--- src/rtl/reg_wb_unit_if.sv ---
// Bus bundle for reg_wb_unit: two write-request sources, register-file write port,
// hazard/forwarding probes and the sticky error flag.
interface reg_wb_unit_if #(
  parameter int unsigned pw = 3
);
  logic          mem_valid;
  logic [pw-1:0] mem_addr;
  logic [7:0]    mem_data;
  logic          mem_ready;
  logic          alu_valid;
  logic [pw-1:0] alu_addr;
  logic [7:0]    alu_data;
  logic          alu_ready;
  logic          flush;
  logic          wr_en;
  logic [pw-1:0] wr_addr;
  logic [7:0]    dat_in;
  logic [pw-1:0] chk_addrA;
  logic [pw-1:0] chk_addrB;
  logic          hazA;
  logic          hazB;
  logic [7:0]    fwdA;
  logic [7:0]    fwdB;
  logic          err;

  modport master (
    output mem_valid, mem_addr, mem_data,
    output alu_valid, alu_addr, alu_data,
    output flush, chk_addrA, chk_addrB,
    input  mem_ready, alu_ready,
    input  wr_en, wr_addr, dat_in,
    input  hazA, hazB, fwdA, fwdB, err
  );

  modport slave (
    input  mem_valid, mem_addr, mem_data,
    input  alu_valid, alu_addr, alu_data,
    input  flush, chk_addrA, chk_addrB,
    output mem_ready, alu_ready,
    output wr_en, wr_addr, dat_in,
    output hazA, hazB, fwdA, fwdB, err
  );
endinterface

--- src/rtl/reg_wb_unit.sv ---
// Register write-back queue: merges load and ALU results into an in-order FIFO,
// drains one entry per cycle to the register file, and forwards pending data.
module reg_wb_unit #(
  parameter int unsigned pw    = 3,
  parameter int unsigned DEPTH = 4
) (
  input  logic         clk,
  input  logic         rst_n,
  reg_wb_unit_if.slave bus
);

  localparam int unsigned AW = (DEPTH > 1) ? $clog2(DEPTH) : 1;
  localparam int unsigned CW = $clog2(DEPTH + 1);
  localparam int unsigned DW = 8;

  typedef struct packed {
    logic [pw-1:0] addr;
    logic [DW-1:0] data;
  } entry_t;

  entry_t        slot_q [DEPTH];
  logic [AW-1:0] rd_ptr_q, rd_ptr_d;
  logic [AW-1:0] wr_ptr_q, wr_ptr_d;
  logic [CW-1:0] count_q, count_d;
  logic          wr_en_q, wr_en_d;
  logic [pw-1:0] wr_addr_q, wr_addr_d;
  logic [DW-1:0] dat_in_q, dat_in_d;
  logic          err_q, err_d;

  logic          mem_ready_c;
  logic          alu_ready_c;
  logic          mem_push_c;
  logic          alu_push_c;
  logic          pop_c;
  logic [AW-1:0] alu_slot_c;
  logic          haz_a_c, haz_b_c;
  logic [DW-1:0] fwd_a_c, fwd_b_c;

  // Readiness depends only on occupancy; the ALU also needs room behind a same-cycle load.
  always_comb begin
    mem_ready_c = (count_q < CW'(DEPTH));
    alu_ready_c = (count_q <= CW'(DEPTH - 2)) || (mem_ready_c && !bus.mem_valid);
    mem_push_c  = bus.mem_valid && mem_ready_c && !bus.flush;
    alu_push_c  = bus.alu_valid && alu_ready_c && !bus.flush;
    pop_c       = (count_q != '0) && !bus.flush;
    alu_slot_c  = wr_ptr_q + AW'(mem_push_c);
  end

  // Next-state for pointers, occupancy, output stage and sticky error.
  always_comb begin
    rd_ptr_d  = rd_ptr_q;
    wr_ptr_d  = wr_ptr_q;
    count_d   = count_q;
    wr_en_d   = 1'b0;
    wr_addr_d = wr_addr_q;
    dat_in_d  = dat_in_q;
    err_d     = err_q
              | (bus.mem_valid & ~mem_ready_c)
              | (bus.alu_valid & ~alu_ready_c);

    if (bus.flush) begin
      rd_ptr_d = '0;
      wr_ptr_d = '0;
      count_d  = '0;
    end else begin
      if (pop_c) begin
        wr_en_d   = 1'b1;
        wr_addr_d = slot_q[rd_ptr_q].addr;
        dat_in_d  = slot_q[rd_ptr_q].data;
        rd_ptr_d  = rd_ptr_q + AW'(1);
      end
      wr_ptr_d = wr_ptr_q + AW'(mem_push_c) + AW'(alu_push_c);
      count_d  = count_q + CW'(mem_push_c) + CW'(alu_push_c) - CW'(pop_c);
    end
  end

  always_ff @(posedge clk or negedge rst_n) begin
    if (!rst_n) begin
      rd_ptr_q  <= '0;
      wr_ptr_q  <= '0;
      count_q   <= '0;
      wr_en_q   <= 1'b0;
      wr_addr_q <= '0;
      dat_in_q  <= '0;
      err_q     <= 1'b0;
    end else begin
      rd_ptr_q  <= rd_ptr_d;
      wr_ptr_q  <= wr_ptr_d;
      count_q   <= count_d;
      wr_en_q   <= wr_en_d;
      wr_addr_q <= wr_addr_d;
      dat_in_q  <= dat_in_d;
      err_q     <= err_d;
    end
  end

  // Entry storage needs no reset: only slots covered by count_q are ever read.
  always_ff @(posedge clk) begin
    if (mem_push_c) slot_q[wr_ptr_q]   <= '{addr: bus.mem_addr, data: bus.mem_data};
    if (alu_push_c) slot_q[alu_slot_c] <= '{addr: bus.alu_addr, data: bus.alu_data};
  end

  // Probe scan runs oldest to youngest so the youngest match wins.
  always_comb begin
    haz_a_c = 1'b0;
    fwd_a_c = '0;
    haz_b_c = 1'b0;
    fwd_b_c = '0;
    if (wr_en_q && (wr_addr_q == bus.chk_addrA)) begin
      haz_a_c = 1'b1;
      fwd_a_c = dat_in_q;
    end
    if (wr_en_q && (wr_addr_q == bus.chk_addrB)) begin
      haz_b_c = 1'b1;
      fwd_b_c = dat_in_q;
    end
    for (int unsigned k = 0; k < DEPTH; k++) begin
      if (CW'(k) < count_q) begin
        if (slot_q[rd_ptr_q + AW'(k)].addr == bus.chk_addrA) begin
          haz_a_c = 1'b1;
          fwd_a_c = slot_q[rd_ptr_q + AW'(k)].data;
        end
        if (slot_q[rd_ptr_q + AW'(k)].addr == bus.chk_addrB) begin
          haz_b_c = 1'b1;
          fwd_b_c = slot_q[rd_ptr_q + AW'(k)].data;
        end
      end
    end
  end

  assign bus.mem_ready = mem_ready_c;
  assign bus.alu_ready = alu_ready_c;
  assign bus.wr_en     = wr_en_q;
  assign bus.wr_addr   = wr_addr_q;
  assign bus.dat_in    = dat_in_q;
  assign bus.err       = err_q;
  assign bus.hazA      = haz_a_c;
  assign bus.hazB      = haz_b_c;
  assign bus.fwdA      = fwd_a_c;
  assign bus.fwdB      = fwd_b_c;

endmodule

--- src/flat_wrapper.sv ---
// flat-port wrapper written by rule: the top's interface ports become plain ports
module reg_wb_unit_flat 
#(
  parameter int unsigned pw    = 3,
  parameter int unsigned DEPTH = 4
)
  (clk, rst_n, bus_mem_valid, bus_mem_addr, bus_mem_data, bus_alu_valid, bus_alu_addr, bus_alu_data, bus_flush, bus_chk_addrA, bus_chk_addrB, bus_mem_ready, bus_alu_ready, bus_wr_en, bus_wr_addr, bus_dat_in, bus_hazA, bus_hazB, bus_fwdA, bus_fwdB, bus_err);
  reg_wb_unit_if #(.pw(pw)) bus_i ();
  input  logic clk;
  input  logic rst_n;
  input wire logic [$bits(bus_i.mem_valid)-1:0] bus_mem_valid;
  input wire logic [$bits(bus_i.mem_addr)-1:0] bus_mem_addr;
  input wire logic [$bits(bus_i.mem_data)-1:0] bus_mem_data;
  input wire logic [$bits(bus_i.alu_valid)-1:0] bus_alu_valid;
  input wire logic [$bits(bus_i.alu_addr)-1:0] bus_alu_addr;
  input wire logic [$bits(bus_i.alu_data)-1:0] bus_alu_data;
  input wire logic [$bits(bus_i.flush)-1:0] bus_flush;
  input wire logic [$bits(bus_i.chk_addrA)-1:0] bus_chk_addrA;
  input wire logic [$bits(bus_i.chk_addrB)-1:0] bus_chk_addrB;
  output wire logic [$bits(bus_i.mem_ready)-1:0] bus_mem_ready;
  output wire logic [$bits(bus_i.alu_ready)-1:0] bus_alu_ready;
  output wire logic [$bits(bus_i.wr_en)-1:0] bus_wr_en;
  output wire logic [$bits(bus_i.wr_addr)-1:0] bus_wr_addr;
  output wire logic [$bits(bus_i.dat_in)-1:0] bus_dat_in;
  output wire logic [$bits(bus_i.hazA)-1:0] bus_hazA;
  output wire logic [$bits(bus_i.hazB)-1:0] bus_hazB;
  output wire logic [$bits(bus_i.fwdA)-1:0] bus_fwdA;
  output wire logic [$bits(bus_i.fwdB)-1:0] bus_fwdB;
  output wire logic [$bits(bus_i.err)-1:0] bus_err;
  assign bus_i.mem_valid = bus_mem_valid;
  assign bus_i.mem_addr = bus_mem_addr;
  assign bus_i.mem_data = bus_mem_data;
  assign bus_i.alu_valid = bus_alu_valid;
  assign bus_i.alu_addr = bus_alu_addr;
  assign bus_i.alu_data = bus_alu_data;
  assign bus_i.flush = bus_flush;
  assign bus_i.chk_addrA = bus_chk_addrA;
  assign bus_i.chk_addrB = bus_chk_addrB;
  assign bus_mem_ready = bus_i.mem_ready;
  assign bus_alu_ready = bus_i.alu_ready;
  assign bus_wr_en = bus_i.wr_en;
  assign bus_wr_addr = bus_i.wr_addr;
  assign bus_dat_in = bus_i.dat_in;
  assign bus_hazA = bus_i.hazA;
  assign bus_hazB = bus_i.hazB;
  assign bus_fwdA = bus_i.fwdA;
  assign bus_fwdB = bus_i.fwdB;
  assign bus_err = bus_i.err;
  reg_wb_unit #(.pw(pw), .DEPTH(DEPTH)) u_core (.clk(clk), .rst_n(rst_n), .bus(bus_i));
endmodule
--- config.mk ---
export PLATFORM = sky130hd
export DESIGN_NAME = reg_wb_unit_flat
export DESIGN_NICKNAME = d
export VERILOG_FILES = /design/src/rtl/reg_wb_unit_if.sv /design/src/rtl/reg_wb_unit.sv /design/src/flat_wrapper.sv
export SDC_FILE = /design/constraint.sdc
export NUM_CORES = 1
export LEC_CHECK = 0
export CORE_ASPECT_RATIO = 0.6
export CORE_MARGIN = 2
export CORE_UTILIZATION = 57
export DETAILED_ROUTE_END_ITERATION = 7
export PLACE_DENSITY = 0.82
export SLEW_MARGIN = 20
export SYNTH_ARGS = -nofsm -noshare
export SYNTH_HDL_FRONTEND = slang
export SYNTH_SLANG_ARGS = --single-unit
--- constraint.sdc ---
create_clock -name clk -period 3.95 [get_ports clk]
set_input_delay 0.79 -clock clk [delete_from_list [all_inputs] [get_ports clk]]
set_output_delay 0.79 -clock clk [all_outputs]
set_load 0.02 [all_outputs]
==> flow_metrics.py, run 1 <==
metrics = {
    "run_status": {
        "run_status": "finished clean",
    },
    "logic_synthesis": {
        "synthesis.instances": 515,
        "yosys.cell_types.count": 56,
        "synth_fp_nets": 555,
        "yosys_register_bits": 64,
        "synth.cell_area_sq_mm": 0.00524,
        "postSynthAreaPerCell_sq_um": 10.2,
        "synthesis.yosys.warnings": 0,
        "sequential_fraction_of_the_synthesis_area_pct": 34.7,
    },
    "power_and_ir_drop": {
        "p_int_mw": 2.36,
        "pwr-share-comb_pct": 57.5,
        "pwr_density_cell_mw_per_mm2": 657,
        "power_leakage_nw": 2.61,
        "switchingPower_mw": 1.85,
        "peakVddDrop_mv": 0.275,
        "share_of_power_burned_in_registers_pct": 24.9,
        "p_clk_share_pct": 17.5,
        "power.switching_fraction_pct": 43.9,
    },
    "floorplan": {
        "fp-row-count": 27,
        "die_ht_microns": 78.3,
        "dieArea_sq_mm": 0.0100,
        "floorplan.initialDensity_pct": 57.9,
        "design.portCount": 66,
        "core-area_sq_mm": 0.00905,
        "die_x_microns": 128,
    },
    "layout": {
        "insertedDiodeCount": 0,
        "fillCellCount": 648,
        "final_nets": 627,
        "layout-area-overhead-vs-synth_pct": 22.2,
        "post_route_utilization_pct": 70.8,
        "post_route_cells_drive_above_1_share_pct": 24.7,
        "final_cell_area_sq_mm": 0.00641,
    },
    "sta": {
        "report.final.slew_viol_count": 0,
        "final.setup_skew_ns": 0.0111,
        "final-hold-violation-count": 0,
        "worst-slew-pin-transition_ns": 0.921,
        "slew_headroom_pct": 38.4,
        "period_minus_slack_ns": 3.89,
        "timing.final.crit_share_pct": 98.4,
        "achievable-frequency_ghz": 0.257,
        "final_setup_viols": 0,
        "finalHoldWorstSlack_ns": 0.514,
    },
    "worst_setup_path": {
        "path_max_fanout": 14,
        "crit_path_frequent_cell": "sky130_fd_sc_hd__buf_4",
        "crit_chain": "buf_4 > buf_4 > mux4_1 > xnor2_1 > o2111a_2 > nor2_4 > a221oi_1 > o31ai_1 > dlygate4sd2_1",
        "crit_type": "register to output port",
        "crit_path_max_incr_delay_ns": 0.58,
        "setup.worst_path.end_class": "output port",
        "critPathArrivalTime_ns": 3.10,
        "cp_num_buf_inv": 3,
        "crit-reg2reg-launch": "u_core.count_q[2]$_DFF_PN0_",
        "setup.worst_path.start_class": "register",
        "critical_path.startpoint": "u_core.rd_ptr_q[1]$_DFFE_PN0P_",
        "cp_slowest_cell": "sky130_fd_sc_hd__dfrtp_4",
        "required_arrival_time_at_the_worst_endpoint_ns": 3.16,
        "path_delay_family": "compound AO/OA/AOI/OAI gates",
    },
    "route": {
        "remaining_routing_drc_violations": 0,
        "number_of_vias_after_detailed_routing": 4402,
        "vias_per_cell": 6.22,
        "detail_route.wirelength_microns": 14000,
        "initialDrtViolationCount": 492,
        "ant_nets": 0,
        "drtPass1Iterations": 5,
        "wl_per_cell_microns": 19.7,
    },
    "clock_tree": {
        "clk_sinks": 64,
        "cts_htree_levels": 3,
        "clock_tree_from_tritoncts": "built",
        "cts_buffers": 9,
        "ctsLongestPathBuffers": 2,
        "path_clk_slew_ns": 0.06,
        "ctsRootBufferMaster": "sky130_fd_sc_hd__clkbuf_16",
        "hold_buffers": 0,
        "clock_latency_ns": 0.34,
    },
    "place": {
        "place_area_sq_mm": 0.00606,
        "post-dp-hpwl_microns": 10700,
        "gp_routability_congestion": 0.963,
        "port_buffers": 65,
    },
    "min_path": {
        "worst_hold_path_type": "register to register",
        "hold_sp": "u_core.bus.err$_DFF_PN0_",
    },
    "grt": {
        "grt_pass1_wl_microns": 22200,
        "overflow": 0,
        "global_route.usage.total_pct": 29.1,
        "grt_pass1_vias": 3894,
        "number_of_antenna_violations_at_the_first_check_in_global_routing": 0,
        "grt_start_max_net_pins": 36,
    },
    "flow_run": {
        "cap_violations": 0,
    },
}
power groups by stage:
stage	Clock (mW)	Combinational [mW]	Sequential (mW)
floorplan	0	1.61	1.06
global placement	0	2.33	1.04
detailed placement	0	2.38	1.06
CTS	0.740	2.34	1.05
global route	0.779	2.60	1.07
finish	0.739	2.42	1.05
layout by cell type (no fill, tap or decap), types with 3 or more instances in the layout:
master,n
sky130_fd_sc_hd__a211oi_1,6
sky130_fd_sc_hd__edfxtp_1,44
sky130_fd_sc_hd__mux4_1,4
sky130_fd_sc_hd__mux4_2,6
sky130_fd_sc_hd__a21o_1,8
sky130_fd_sc_hd__nor2_1,35
sky130_fd_sc_hd__clkdlybuf4s50_1,45
sky130_fd_sc_hd__clkbuf_16,9
sky130_fd_sc_hd__nor2b_1,3
sky130_fd_sc_hd__nand3_1,13
sky130_fd_sc_hd__xor2_2,3
sky130_fd_sc_hd__nor3b_1,7
sky130_fd_sc_hd__o31ai_1,9
sky130_fd_sc_hd__xor2_1,9
sky130_fd_sc_hd__buf_4,27
sky130_fd_sc_hd__nand2_1,50
sky130_fd_sc_hd__nor3_1,6
sky130_fd_sc_hd__a221oi_1,8
sky130_fd_sc_hd__mux2i_1,36
sky130_fd_sc_hd__dlymetal6s2s_1,3
sky130_fd_sc_hd__o211ai_1,7
sky130_fd_sc_hd__or3_1,5
sky130_fd_sc_hd__a21oi_1,34
sky130_fd_sc_hd__or2_2,14
sky130_fd_sc_hd__nand3b_1,7
sky130_fd_sc_hd__dlygate4sd2_1,17
sky130_fd_sc_hd__inv_1,15
sky130_fd_sc_hd__dfrtp_1,18
sky130_fd_sc_hd__o21ai_0,12
sky130_fd_sc_hd__buf_12,3
sky130_fd_sc_hd__ha_1,5
sky130_fd_sc_hd__xnor2_1,24
sky130_fd_sc_hd__mux2_2,61
cells in the mapped netlist (all sizes together):
cell type,number,share of area [%]
nor3b,7,1.0
o31ai,9,1.3
nand2b,2,0.24
mux2,61,13
a21oi,34,3.2
mux4,10,4.6
a221oi,8,1.3
o2111ai,1,0.50
a211oi,6,0.86
or3b,1,0.21
nor2,36,2.7
o21a,1,0.14
o2111a,1,0.21
a21o,9,1.3
edfxtp,44,25
clkbuf,16,1.1
o211a,1,0.19
clkinv,1,0.072
or2b,1,0.14
nor3,6,0.57
fa,2,0.76
or3,5,0.60
nand4,3,0.60
o31a,1,0.17
inv,16,1.1
o21ai,13,1.2
nand3b,7,1.0
xnor2,24,4.0
nor2b,3,0.36
a211o,1,0.17
a221o,1,0.19
ha,5,1.2
nor4,1,0.41
dfrtp,20,9.5
o211ai,7,1.0
or2,14,1.7
o41ai,1,0.53
buf,19,2.5
mux2i,37,7.1
nand2,51,3.8
or4b,1,0.19
nand3,14,1.4
and2,2,0.24
xor2,12,2.0
worst paths after layout:
check / slack [ns] / to / cells past startpoint
setup / recovery: 0.06 / bus_fwdA[7] / 9
hold / removal: 0.51 / u_core.bus.err$_DFF_PN0_ / 1
setup reg to reg: 1.00 / u_core.slot_q[0][4]$_DFFE_PP_ / 8
hold reg to reg: 0.51 / u_core.bus.err$_DFF_PN0_ / 1
max in group asynchronous: 2.31 / u_core.rd_ptr_q[1]$_DFFE_PN0P_ / 1
min in group asynchronous: 0.97 / u_core.bus.wr_en$_DFF_PN0_ / 1
layout make-up:
cell class | count | area, sq um | area share, %
multi-input combinational | 399 | 3190 | 49.8
sequential | 64 | 1830 | 28.5
timing repair buffer | 96 | 911 | 14.2
clock buffer | 9 | 225 | 3.51
tap | 116 | 145 | 2.26
inverter | 17 | 63.8 | 0.996
clock inverter | 7 | 47.5 | 0.742
layer usage:
layer	track usage, %	wire (microns)
met1	48.2	6930
met2	38.3	5450
met3	6.00	1490
met4	5.38	98
met5	0	0
worst register-to-register path, stage by stage (launching register included):
cell and delay (ns):
sky130_fd_sc_hd__dfrtp_1 0.43, sky130_fd_sc_hd__inv_1 0.17, sky130_fd_sc_hd__ha_1 0.26, sky130_fd_sc_hd__a21o_2 0.20
sky130_fd_sc_hd__a21oi_1 0.09, sky130_fd_sc_hd__or3b_4 0.44, sky130_fd_sc_hd__or3_1 0.64, sky130_fd_sc_hd__o31ai_1 0.16
sky130_fd_sc_hd__buf_4 0.26
registers in the layout, indices dropped and copies added, names as in the netlist:
name	cells
u_core.bus.wr_en	1
u_core.bus.dat_in	8
u_core.wr_ptr_q	2
u_core.count_q	3
u_core.rd_ptr_q	2
u_core.slot_q	44
u_core.bus.err	1
u_core.bus.wr_addr	3
metrics by stage:
step / power [mW] / TNS, ns / instances / worst slack [ns]
global placement: 3.37 / -1.41 / 686 / -0.187
detailed placement: 3.44 / -2.46 / 686 / -0.338
finish: 4.21 / 0 / 708 / 0.0627
CTS: 4.14 / 0 / 703 / 0.0131
global route: 4.46 / -0.00479 / 708 / -0.00479
floorplan: 2.67 / 0 / 515 / 0.635
cell families (layout without fill, tap and decap cells):
logic type | count (synthesis) | count (layout) | share of synthesized area (%)
AO/OA/AOI/OAI | 94 | 94 | 12.4
XOR/XNOR | 36 | 36 | 6.01
adder cells (fa/ha/maj) | 7 | 7 | 1.96
buffers and inverters | 52 | 129 | 4.89
flip-flops | 64 | 64 | 34.7
multiplexers | 108 | 108 | 24.8
AND/OR/NAND/NOR | 154 | 154 | 15.2
what timing repair did:
action | 4_1_cts | 5_1_grt
gates resized for setup | 25 | 6
pin swaps | 1 | 1
gates cloned | 0 | 0
buffers inserted | 1 | 5
setup endpoints to repair | 18 | 2
Power figures use the tool's default switching activity.
==> run 2: changes to the inputs <==
--- a/config.mk
+++ b/config.mk
@@ -7,9 +7,9 @@
 export LEC_CHECK = 0
 export CORE_ASPECT_RATIO = 0.6
 export CORE_MARGIN = 2
-export CORE_UTILIZATION = 57
+export CORE_UTILIZATION = 50
 export DETAILED_ROUTE_END_ITERATION = 7
-export PLACE_DENSITY = 0.82
+export PLACE_DENSITY = 0.73
 export SLEW_MARGIN = 20
 export SYNTH_ARGS = -nofsm -noshare
 export SYNTH_HDL_FRONTEND = slang
==> run 2 against run 1 <==
- first-iteration DRC count down 11%
- routed wire length up 0.44%
- largest cell class unchanged
- die area up 13%
- clock skew down 0.0021 ns
- highest routed layer unchanged
==> flow_metrics.py, run 2 (synthesis gave the netlist of run 1 again) <==
metrics = {
    "run_status": {
        "run_status": "finished clean",
    },
    "place": {
        "setup_slack_placement_ns": -0.301,
        "gp_routability_congestion": 0.961,
        "post-place-cells": 706,
        "port_buffers": 65,
        "post-dp-hpwl_microns": 10600,
    },
    "power_and_ir_drop": {
        "power_leakage_nw": 2.57,
        "pwr-share-comb_pct": 57.1,
        "p_clk_share_pct": 17.9,
        "pwr_density_cell_mw_per_mm2": 658,
        "share_of_power_burned_in_registers_pct": 25.0,
        "p_int_mw": 2.36,
        "peakVddDrop_mv": 0.383,
        "power.switching_fraction_pct": 44.0,
        "power.total_mw": 4.21,
        "switchingPower_mw": 1.86,
    },
    "layout": {
        "largest_register_ffs": 44,
        "final_nets": 626,
        "mostFrequentLayoutCells": "61 x sky130_fd_sc_hd__mux2_2, 50 x sky130_fd_sc_hd__nand2_1, 45 x sky130_fd_sc_hd__clkdlybuf4s50_1",
        "layout-area-overhead-vs-synth_pct": 22.2,
        "fin_cells": 726,
        "post_route_cells_drive_above_1_share_pct": 24.4,
        "largest_register": "u_core.slot_q",
        "commonest_non_fill_non_tap_cell_in_the_layout": "sky130_fd_sc_hd__mux2_2",
        "insertedDiodeCount": 0,
    },
    "clock_tree": {
        "ctsRootBufferMaster": "sky130_fd_sc_hd__clkbuf_16",
        "path_clk_slew_ns": 0.06,
        "clock_tree_from_tritoncts": "built",
        "cts_htree_levels": 3,
        "hold_buffers": 0,
        "cts_buffers": 9,
        "ctsLongestPathBuffers": 2,
        "clock_latency_ns": 0.34,
        "clk_sinks": 64,
    },
    "route": {
        "met1_length_microns": 7640,
        "wl_met3_microns": 1200,
        "number_of_vias_after_detailed_routing": 4236,
        "wl_per_cell_microns": 19.3,
        "remaining_routing_drc_violations": 0,
        "highest_routed_metal_layer": "met4",
        "drtPass1Iterations": 5,
        "ant_nets": 0,
        "initialDrtViolationCount": 440,
        "detail_route.wirelength_microns": 14000,
        "vias_per_cell": 5.83,
        "wl_met2_microns": 5120,
    },
    "sta": {
        "final-hold-violation-count": 0,
        "final.setup_skew_ns": 0.00900,
        "worst-slew-pin-transition_ns": 0.902,
        "slew_headroom_pct": 39.7,
        "timing.final.crit_share_pct": 96.9,
        "period_minus_slack_ns": 3.83,
        "rsz0062_at_grt": "no",
        "final_setup_viols": 0,
        "achievable-frequency_ghz": 0.261,
        "fin_ws_ns": 0.124,
        "report.final.slew_viol_count": 0,
    },
    "grt": {
        "grt_pass1_vias": 3931,
        "grt_pass1_wl_microns": 22400,
        "overflow": 0,
        "global_route.usage.total_pct": 25.7,
        "grt_start_max_net_pins": 42,
        "number_of_antenna_violations_at_the_first_check_in_global_routing": 0,
    },
    "worst_setup_path": {
        "crit_type": "register to output port",
        "critPathArrivalTime_ns": 3.04,
        "required_arrival_time_at_the_worst_endpoint_ns": 3.16,
        "worstRegToRegCells": 8,
        "setup.worst_path.end_class": "output port",
        "crit-reg2reg-launch": "u_core.count_q[2]$_DFF_PN0_",
        "r2r_setup_slack_ns": 0.92,
        "setup.worst_path.start_class": "register",
        "path_max_fanout": 41,
        "rr_endpoint": "u_core.count_q[2]$_DFF_PN0_",
    },
    "min_path": {
        "hold-path-endpoint": "u_core.bus.err$_DFF_PN0_",
        "hold_sp": "u_core.bus.err$_DFF_PN0_",
        "hold_path_depth": 1,
        "worst_hold_path_type": "register to register",
    },
    "flow_run": {
        "cap_violations": 0,
    },
    "floorplan": {
        "core-area_sq_mm": 0.0100,
        "die_x_microns": 136,
        "floorplan.initialDensity_pct": 52.3,
        "die_ht_microns": 83.3,
        "design.portCount": 66,
        "fp-row-count": 28,
        "dieArea_sq_mm": 0.0113,
    },
}
[run 2: layer usage]
metal  global-route usage (%)  up-vias
met5                        0        -
met4                     3.69        0
met3                     5.49       10
met2                     32.6      181
met1                     43.9     2012
li1                         -     2033
[run 2: power groups by stage]
stage	logic (mW)	registers [mW]	clock network, mW
floorplan	1.61	1.06	0
finish	2.41	1.05	0.754
CTS	2.36	1.06	0.760
detailed placement	2.39	1.07	0
global placement	2.35	1.06	0
global route	2.60	1.07	0.797
[run 2: critical path: stages, from the launching register on]
cell and delay (ns):
sky130_fd_sc_hd__dfrtp_2 0.45, sky130_fd_sc_hd__buf_4 0.15, sky130_fd_sc_hd__buf_12 0.19, sky130_fd_sc_hd__mux4_2 0.59
sky130_fd_sc_hd__xor2_4 0.19, sky130_fd_sc_hd__o41ai_4 0.35, sky130_fd_sc_hd__buf_4 0.21, sky130_fd_sc_hd__a21oi_1 0.06
sky130_fd_sc_hd__a21o_1 0.18, sky130_fd_sc_hd__dlygate4sd2_1 0.32
[run 2: cell type report]
cell class / instances / area [sq um]
tap: 135 / 169
sequential: 64 / 1830
inverter: 17 / 63.8
fill: 821 / 3610
clock inverter: 7 / 56.3
multi-input combinational: 399 / 3180
clock buffer: 9 / 225
timing repair buffer: 95 / 880
[run 2: through the flow]
step / util [%] / TNS, ns / instance area [sq um] / hold slack, ns
after floorplan: - / 0 / 5240 / 0.494
after global placement: 60.7 / -1.05 / 6080 / 0.469
after detailed placement: 60.7 / -2.18 / 6080 / 0.470
after CTS: 63.8 / 0 / 6390 / 0.486
after global routing: 63.9 / 0 / 6400 / 0.538
final: 63.9 / 0 / 6400 / 0.482
[run 2: worst max-delay path by stage]
| stage | startpoint | to | slack, ns | cells past startpoint |
|---|---|---|---|---|
| 6_report | u_core.rd_ptr_q[0]$_DFFE_PN0P_ | bus_fwdB[6] | 0.12 | 9 |
| 2_1_floorplan | bus_chk_addrA[2] | bus_fwdA[7] | 0.63 | 8 |
| 4_1_cts | bus_chk_addrA[2] | bus_hazA | 0.06 | 9 |
| 3_3_place_gp | bus_chk_addrA[2] | bus_fwdA[0] | -0.14 | 7 |
| 3_5_place_dp | bus_chk_addrA[2] | bus_fwdA[3] | -0.30 | 7 |
| 5_1_grt | u_core.rd_ptr_q[0]$_DFFE_PN0P_ | bus_fwdA[5] | 0.001 | 9 |
[run 2: repair_timing]
action / in CTS / in global routing
pin swaps: 1 / 0
endpoints found under the setup margin: 18 / 8
resized for setup: 27 / 2
buffers inserted: 3 / 1
==> run 3: changes to the inputs <==
--- a/config.mk
+++ b/config.mk
@@ -7,9 +7,9 @@
 export LEC_CHECK = 0
 export CORE_ASPECT_RATIO = 0.6
 export CORE_MARGIN = 2
-export CORE_UTILIZATION = 50
+export CORE_UTILIZATION = 44
 export DETAILED_ROUTE_END_ITERATION = 7
-export PLACE_DENSITY = 0.73
+export PLACE_DENSITY = 0.66
 export SLEW_MARGIN = 20
 export SYNTH_ARGS = -nofsm -noshare
 export SYNTH_HDL_FRONTEND = slang
==> run 3 against run 2 <==
- via count up 1.9%
- flip-flop and latch count unchanged
- combinational power up 6%
- first-iteration DRC count up 28%
==> flow_metrics.py, run 3 (synthesis gave the netlist of run 1 again) <==
metrics = {
    "run_status": {
        "run_status": "finished clean",
    },
    "place": {
        "setup_slack_placement_ns": -0.277,
        "gp_routability_congestion": 0.916,
        "port_buffers": 65,
        "post-dp-hpwl_microns": 11400,
    },
    "layout": {
        "final_nets": 641,
        "commonest_non_fill_non_tap_cell_in_the_layout": "sky130_fd_sc_hd__mux2_2",
        "layout-area-overhead-vs-synth_pct": 26.7,
        "post_route_utilization_pct": 58.0,
        "largest_register": "u_core.slot_q",
        "post_route_cells_drive_above_1_share_pct": 28.1,
        "insertedDiodeCount": 0,
        "largest_register_ffs": 44,
        "mostFrequentLayoutCells": "61 x sky130_fd_sc_hd__mux2_2, 50 x sky130_fd_sc_hd__nand2_1, 46 x sky130_fd_sc_hd__clkdlybuf4s50_1",
    },
    "floorplan": {
        "fp-row-count": 30,
        "design.portCount": 66,
        "die_ht_microns": 88.6,
        "floorplan.initialDensity_pct": 45.8,
        "die_x_microns": 145,
        "dieArea_sq_mm": 0.0128,
        "core-area_sq_mm": 0.0114,
    },
    "clock_tree": {
        "ctsRootBufferMaster": "sky130_fd_sc_hd__clkbuf_16",
        "clock_latency_ns": 0.34,
        "clk_sinks": 64,
        "cts_htree_levels": 3,
        "hold_buffers": 0,
        "path_clk_slew_ns": 0.07,
        "clock_tree_from_tritoncts": "built",
        "ctsLongestPathBuffers": 2,
        "cts_buffers": 9,
    },
    "worst_setup_path": {
        "setup.worst_path.end_class": "output port",
        "critPathArrivalTime_ns": 3.09,
        "r2r_setup_slack_ns": 0.87,
        "required_arrival_time_at_the_worst_endpoint_ns": 3.16,
        "crit_type": "register to output port",
        "crit-reg2reg-launch": "u_core.count_q[2]$_DFF_PN0_",
        "setup.worst_path.start_class": "register",
        "path_max_fanout": 7,
        "critical_path.startpoint": "u_core.rd_ptr_q[0]$_DFFE_PN0P_",
    },
    "grt": {
        "grt_pass1_vias": 3916,
        "number_of_antenna_violations_at_the_first_check_in_global_routing": 0,
        "grt_pass1_wl_microns": 23200,
        "grt_start_max_net_pins": 42,
        "global_route.usage.total_pct": 23.9,
        "overflow": 0,
    },
    "route": {
        "ant_nets": 0,
        "remaining_routing_drc_violations": 0,
        "wl_per_cell_microns": 19.5,
        "drtPass1Iterations": 5,
        "vias_per_cell": 5.63,
        "detail_route.wirelength_microns": 15000,
        "number_of_vias_after_detailed_routing": 4316,
        "initialDrtViolationCount": 562,
    },
    "sta": {
        "fin_ws_ns": 0.0745,
        "final_setup_viols": 0,
        "final-hold-violation-count": 0,
        "period_minus_slack_ns": 3.88,
        "rsz0062_at_grt": "no",
        "final.setup_skew_ns": 0.00993,
        "worst-slew-pin-transition_ns": 0.608,
        "finalHoldWorstSlack_ns": 0.406,
        "achievable-frequency_ghz": 0.258,
        "timing.final.crit_share_pct": 98.1,
        "slew_headroom_pct": 59.5,
        "report.final.slew_viol_count": 0,
    },
    "min_path": {
        "worst_hold_path_type": "input port to async pin",
    },
    "power_and_ir_drop": {
        "pwr_density_cell_mw_per_mm2": 677,
        "peakVddDrop_mv": 0.266,
        "power_leakage_nw": 2.71,
    },
    "flow_run": {
        "cap_violations": 0,
    },
}
[run 3: per-stage QoR]
| stage | cells | TNS [ns] | total power, mW | area, sq um |
|---|---|---|---|---|
| after CTS | 758 | -0.170 | 4.40 | 6560 |
| after global placement | 738 | -1.39 | 3.47 | 6170 |
| final | 766 | 0 | 4.49 | 6640 |
| after detailed placement | 738 | -1.99 | 3.51 | 6170 |
| after floorplan | 515 | 0 | 2.67 | 5240 |
| after global routing | 766 | 0 | 4.75 | 6640 |
[run 3: critical path, stage by stage (launching register included)]
cell	delay, ns
sky130_fd_sc_hd__dfrtp_2	0.45
sky130_fd_sc_hd__buf_4	0.15
sky130_fd_sc_hd__mux4_2	0.56
sky130_fd_sc_hd__xnor2_1	0.29
sky130_fd_sc_hd__o2111ai_4	0.19
sky130_fd_sc_hd__buf_12	0.17
sky130_fd_sc_hd__buf_4	0.13
sky130_fd_sc_hd__nor3b_1	0.21
sky130_fd_sc_hd__mux2i_1	0.12
sky130_fd_sc_hd__o31ai_1	0.11
sky130_fd_sc_hd__clkdlybuf4s15_1	0.36
[run 3: area by class of cell]
type,count,area [sq um]
multi-input combinational,399,3190
inverter,17,63.8
clock buffer,9,225
sequential,64,1820
fill,951,4810
clock inverter,7,103
tap,160,200
timing repair buffer,110,1040
[run 3: report_power, final]
part	total, mW	internal (mW)	switching, mW
sequential	1.04	0.886	0.157
combinational	2.55	1.12	1.43
clock	0.898	0.559	0.338
[run 3: repair_timing]
item	in CTS	in global routing
pin swaps	2	0
gates cloned	0	1
buffers inserted	4	7
gates resized for setup	27	18
setup endpoints to repair	18	13
[run 3: final timing paths]
check	end	cells past startpoint
setup / recovery	bus_fwdA[3]	10
hold / removal	u_core.bus.dat_in[0]$_DFFE_PN0P_	1
setup reg to reg	u_core.count_q[2]$_DFF_PN0_	8
hold reg to reg	u_core.bus.err$_DFF_PN0_	1
max in group asynchronous	u_core.rd_ptr_q[1]$_DFFE_PN0P_	1
min in group clk	u_core.bus.err$_DFF_PN0_	1
[run 3: per-layer routing]
metal  global-route usage (%)  up-vias  wire [microns]
met5                        0        -               0
met4                     5.13        0             119
met3                     5.00       15            1380
met2                     29.8      237            5310
met1                     40.3     2006            8140
li1                         -     2058               -
